==> src/rtl/ascon_p_seq.sv <==
// Iterative Ascon p^a sequencer: latches a 320-bit state and applies one round per clock.
// Optional macro ASCON_UNROLL2_EN chains two rounds per clock.
module ascon_p_seq #(
  parameter int MAX_ROUNDS = 12
) (
  input  logic        clk,
  input  logic        rst_n,
  input  logic        in_valid,
  output logic        in_ready,
  input  logic [3:0]  rounds,
  input  logic [63:0] x0_in,
  input  logic [63:0] x1_in,
  input  logic [63:0] x2_in,
  input  logic [63:0] x3_in,
  input  logic [63:0] x4_in,
  output logic        out_valid,
  input  logic        out_ready,
  output logic [63:0] x0_out,
  output logic [63:0] x1_out,
  output logic [63:0] x2_out,
  output logic [63:0] x3_out,
  output logic [63:0] x4_out,
  output logic        busy
);

  typedef enum logic [1:0] {IDLE, RUN, DONE} state_t;

  localparam logic [3:0] MAX_R = 4'(MAX_ROUNDS);
  localparam logic [3:0] LAST  = 4'(MAX_ROUNDS - 1);

  function automatic logic [63:0] ror(input logic [63:0] x, input int unsigned r);
    return (x >> r) | (x << (64 - r));
  endfunction

  function automatic logic [7:0] rc(input logic [3:0] i);
    return {4'hF - i, i};
  endfunction

  // NOTE: function locals are temporaries, so blocking assignments are correct here.
  function automatic logic [319:0] round_fn(input logic [7:0] c, input logic [319:0] s);
    logic [63:0] x0, x1, x2, x3, x4, t0, t1, t2, t3, t4;
    {x0, x1, x2, x3, x4} = s;
    x2 = x2 ^ {56'd0, c};
    x0 = x0 ^ x4;  x4 = x4 ^ x3;  x2 = x2 ^ x1;
    t0 = ~x0 & x1; t1 = ~x1 & x2; t2 = ~x2 & x3; t3 = ~x3 & x4; t4 = ~x4 & x0;
    x0 = x0 ^ t1;  x1 = x1 ^ t2;  x2 = x2 ^ t3;  x3 = x3 ^ t4;  x4 = x4 ^ t0;
    x1 = x1 ^ x0;  x0 = x0 ^ x4;  x3 = x3 ^ x2;  x2 = ~x2;
    x0 = x0 ^ ror(x0, 19) ^ ror(x0, 28);
    x1 = x1 ^ ror(x1, 61) ^ ror(x1, 39);
    x2 = x2 ^ ror(x2, 1)  ^ ror(x2, 6);
    x3 = x3 ^ ror(x3, 10) ^ ror(x3, 17);
    x4 = x4 ^ ror(x4, 7)  ^ ror(x4, 41);
    return {x0, x1, x2, x3, x4};
  endfunction

  state_t         state, state_nx;
  logic [3:0]     idx;
  logic [3:0]     step;
  logic [3:0]     rounds_eff;
  logic           last;
  logic [319:0]   st_q, out_q, run_nx, r1;
`ifdef ASCON_UNROLL2_EN
  logic [319:0]   r2;
`endif

  // NOTE: every combinational output gets a default first so no latch is inferred.
  always_comb begin
    rounds_eff = (rounds > MAX_R) ? MAX_R : rounds;
    r1         = round_fn(rc(idx), st_q);
`ifdef ASCON_UNROLL2_EN
    r2 = round_fn(rc(idx + 4'd1), r1);
    if (idx == LAST) begin
      run_nx = r1;
      step   = 4'd1;
    end else begin
      run_nx = r2;
      step   = 4'd2;
    end
    last = (idx >= LAST - 4'd1);
`else
    run_nx = r1;
    step   = 4'd1;
    last   = (idx == LAST);
`endif
  end

  always_comb begin
    state_nx = state;
    case (state)
      IDLE: if (in_valid) state_nx = (rounds_eff == 4'd0) ? DONE : RUN;
      RUN:  if (last) state_nx = DONE;
      DONE: if (out_ready) state_nx = IDLE;
      default: state_nx = IDLE;
    endcase
  end

  assign in_ready  = (state == IDLE);
  assign busy      = (state == RUN);
  assign out_valid = (state == DONE);

  // NOTE: sequential state uses non-blocking assignments so all flops update together.
  always_ff @(posedge clk or negedge rst_n) begin
    if (!rst_n) state <= IDLE;
    else        state <= state_nx;
  end

  // Datapath registers are cleared on reset so an aborted permutation leaves no residue.
  always_ff @(posedge clk or negedge rst_n) begin
    if (!rst_n) begin
      st_q  <= '0;
      out_q <= '0;
      idx   <= '0;
    end else begin
      case (state)
        IDLE: if (in_valid) begin
          st_q <= {x0_in, x1_in, x2_in, x3_in, x4_in};
          idx  <= MAX_R - rounds_eff;
          if (rounds_eff == 4'd0) out_q <= {x0_in, x1_in, x2_in, x3_in, x4_in};
        end
        RUN: begin
          st_q <= run_nx;
          idx  <= idx + step;
          if (last) out_q <= run_nx;
        end
        default: ;
      endcase
    end
  end

  assign {x0_out, x1_out, x2_out, x3_out, x4_out} = out_q;

endmodule
==> config.mk <==
export PLATFORM = sky130hd
export DESIGN_NAME = ascon_p_seq
export DESIGN_NICKNAME = d
export VERILOG_FILES = /design/src/rtl/ascon_p_seq.sv
export SDC_FILE = /design/constraint.sdc
export NUM_CORES = 2
export LEC_CHECK = 0
export CORE_ASPECT_RATIO = 2
export CORE_UTILIZATION = 55
export CTS_BUF_LIST = sky130_fd_sc_hd__clkbuf_8
export CTS_CLUSTER_DIAMETER = 200
export CTS_CLUSTER_SIZE = 28
export DETAILED_ROUTE_END_ITERATION = 12
export PLACE_DENSITY_LB_ADDON = 0.2
export SLEW_MARGIN = 20
export SYNTH_ARGS = -nofsm -noshare
export SYNTH_HDL_FRONTEND = slang
export SYNTH_SLANG_ARGS = --single-unit
==> constraint.sdc <==
create_clock -name clk -period 3.1 [get_ports clk]
set_input_delay 0.93 -clock clk [delete_from_list [all_inputs] [get_ports clk]]
set_output_delay 0.93 -clock clk [all_outputs]
set_load 0.01 [all_outputs]
==> run_results.csv <==
group,metric,value,unit
timing,max_freq,324,MHz
critical_path,critPathLaunch,"idx[0]",
critical_path,slowest_stage,"xor2_1",
drt,drc,0,
global_routing,grt_pass1_vias,35600,
floorplan,die-area,0.0784,mm²
drt,routed_wl,189,mm
yosys,synth_fp_nets,4666,
yosys,ys_seq_elements,646,
timing,hold_violations,0,
clock_tree,clk_latency,0.86,ns
floorplan,initial_utilization,0.557,
timing,finalCritPeriodShare,0.996,
yosys,synth.most_common_cell,"nand2_1",
timing,skew,0.0943,ns
global_routing,grt_antenna_before_repair,13,
timing,grt_setup_unrepaired,"no",
clock_tree,hold_buffers,0,
place,hpwl,158,mm
worst_hold_path,hold_path_class,"input pin to async pin",
yosys,synth_flop_cell,"dfrtp_1",
floorplan,die_w,198,µm
drt,first_iter_violations,3356,
drt,dr.pass1.iters,6,
yosys,synth.yosys.seq_area_share,0.381,
critical_path,startpoint_type,"register",
global_routing,grt_max_degree,127,
floorplan,ios,651,
clock_tree,numCtsBuffers,27,
critical_path,criticalPathCategory,"register to register",
clock_tree,clock-sinks,646,
yosys,synth_area_leaders,"dfrtp_1 (38%), xnor3_1 (12%), xnor2_1 (7.0%)",
yosys,async_reset_ff_frac,1.00,
global_routing,use_met1,0.536,
yosys,synth_edf_count,0,
global_routing,use_met2,0.762,
clock_tree,clkTransAtPathRegs,0.17,ns
clock_tree,tritoncts,"yes",
final_layout,drive_gt1_frac,0.109,
timing,max-slew-margin-rel,0.294,
critical_path,cpPeakStageDelay,0.73,ns
clock_tree,root_buffer,"clkbuf_8",
final_layout,final_nets,5587,
outcome,status,"completed",
critical_path,required,3.76,ns
timing,min_period,3.09,ns
critical_path,crit_chain,"xnor2_1 > buf_4 > ha_1 > xor2_1 > xnor2_2 > buf_4 > xnor3_1 > nor2_1 > o31ai_1",
yosys,yosys.area.top_type_share,0.381,
final_layout,final-seq-area,0.0162,mm²
yosys,avgSynthCellArea,10.1,µm²
critical_path,rrSetupSlack,0.01,ns
drt,vias,36200,
yosys,synthCells,4208,
drt,via_per_inst,5.89,
clock_tree,cts_buffer_depth,3,
critical_path,worstPathArrival,3.75,ns
yosys,yosys_warnings,0,
final_layout,area_growth,25.9,%
final_layout,fillers,5989,
critical_path,worstReg2RegEnd,"out_q[115]",
yosys,synthTopCellsByCount,"nand2_1 (746), dfrtp_1 (646), o21ai_0 (506)",
clock_tree,h-tree-depth,1,
timing,setup_tns,0,ns
timing,setup_violations,0,
critical_path,end_kind,"register",
place,port_buffers,650,
final_layout,multi_input_area,0.0247,mm²
drt,routedWlPerCell,30.8,µm
global_routing,grt_pass1_wl,260,mm
drt,final_antenna_net_count,0,
yosys,synth_top_area_cell,"dfrtp_1",
floorplan,core_area,0.0762,mm²
critical_path,r2r-start,"idx[0]",
floorplan,die_h,395,µm
job,max_cap_viol_count,0,
critical_path,r2r_cells,9,
critical_path,cp_max_fo,4,
timing,worst_pin_slew,1.05,ns
global_routing,grt-ovfl-total,0,
floorplan,rows,143,
global_routing,met3_usage,0.0994,
timing,drv_slew,0,
yosys,netlist_area,0.0425,mm²
global_routing,top_usage_layer,"met2",
place,place_congestion,1.09,
yosys,ys_types,46,
critical_path,cpMostUsedCell,"buf_4",
global_routing,globalRouteTotalUtil,0.486,
[critical path, delay by kind of cell, from the launching register on]
kind | cells | cell delay [ns]
adders and majority gates | 1 | 0.25
DFF | 1 | 0.44
and+or+nand+nor | 1 | 0.24
buffers and inverters | 2 | 0.42
AOI/OAI and AO/OA | 1 | 0.13
xor gates and xnor gates | 4 | 1.45
[worst max path at each step]
stage | to | slack, ns | cells after the start
after floorplan | out_q[317] | 0.60 | 9
after global placement | out_q[43] | 0.18 | 10
after detailed placement | out_q[39] | 0.08 | 10
after CTS | in_ready | 0.02 | 3
after global routing | out_q[115] | 0.03 | 9
final | out_q[115] | 0.01 | 9
[what timing repair did]
action	4_1_cts	5_1_grt
setup buffers	4	0
hold endpoints to repair	0	0
resized for setup	4	2
endpoints found under the setup margin	3	2
[final cells by class]
cell class,count,area share
antenna,5,0.000234
clock buffer,27,0.00695
clock inverter,2,0.000702
inverter,193,0.0138
multi-input combinational,3171,0.463
sequential,646,0.302
tap,1015,0.0237
timing repair buffer,1090,0.190
[sequential cells by signal, indices dropped and copies added, names as in the netlist]
signal,cells
state,2
idx,4
out_q,320
st_q,320
[routing by layer]
layer  vias to the layer above  share of wire
met3                       728          0.087
li1                      15800              -
met5                         -        0.00034
met4                        10           0.13
met1                     17400           0.33
met2                      2322           0.45
[through the flow]
step           hold WS (ns)  cells  cell area (µm²)  setup WS, ns   util
2_1_floorplan         0.449   4208            42500         0.596      -
3_3_place_gp          0.461   6111            53000         0.178  0.696
3_5_place_dp          0.470   6111            53000        0.0794  0.696
4_1_cts              0.0387   6144            53500        0.0203  0.701
5_1_grt              0.0326   6146            53500        0.0310  0.702
6_report             0.0174   6149            53500        0.0117  0.702
[layout by cell type (no fill, tap or decap), types with 130 or more instances in the layout]
| cell type | n |
|---|---|
| nand2_1 | 746 |
| clkdlybuf4s50_1 | 646 |
| dfrtp_1 | 644 |
| o21ai_0 | 506 |
| buf_4 | 414 |
| xnor2_1 | 337 |
| nor2_1 | 326 |
| xor2_1 | 253 |
| xnor3_1 | 234 |
| inv_1 | 192 |
| mux2i_1 | 168 |
| o31ai_1 | 133 |
| ha_1 | 130 |
[cells by family after synthesis]
kind of cell / share of synthesized area
flops: 0.381
fa+ha+maj: 0.0532
mux: 0.0399
compound gates: 0.104
xor+xnor: 0.288
simple gates: 0.0966
buf+inv: 0.0371
Power is not shown: default switching activity piles up to over one toggle a cycle in this logic, so the estimate is an artifact.
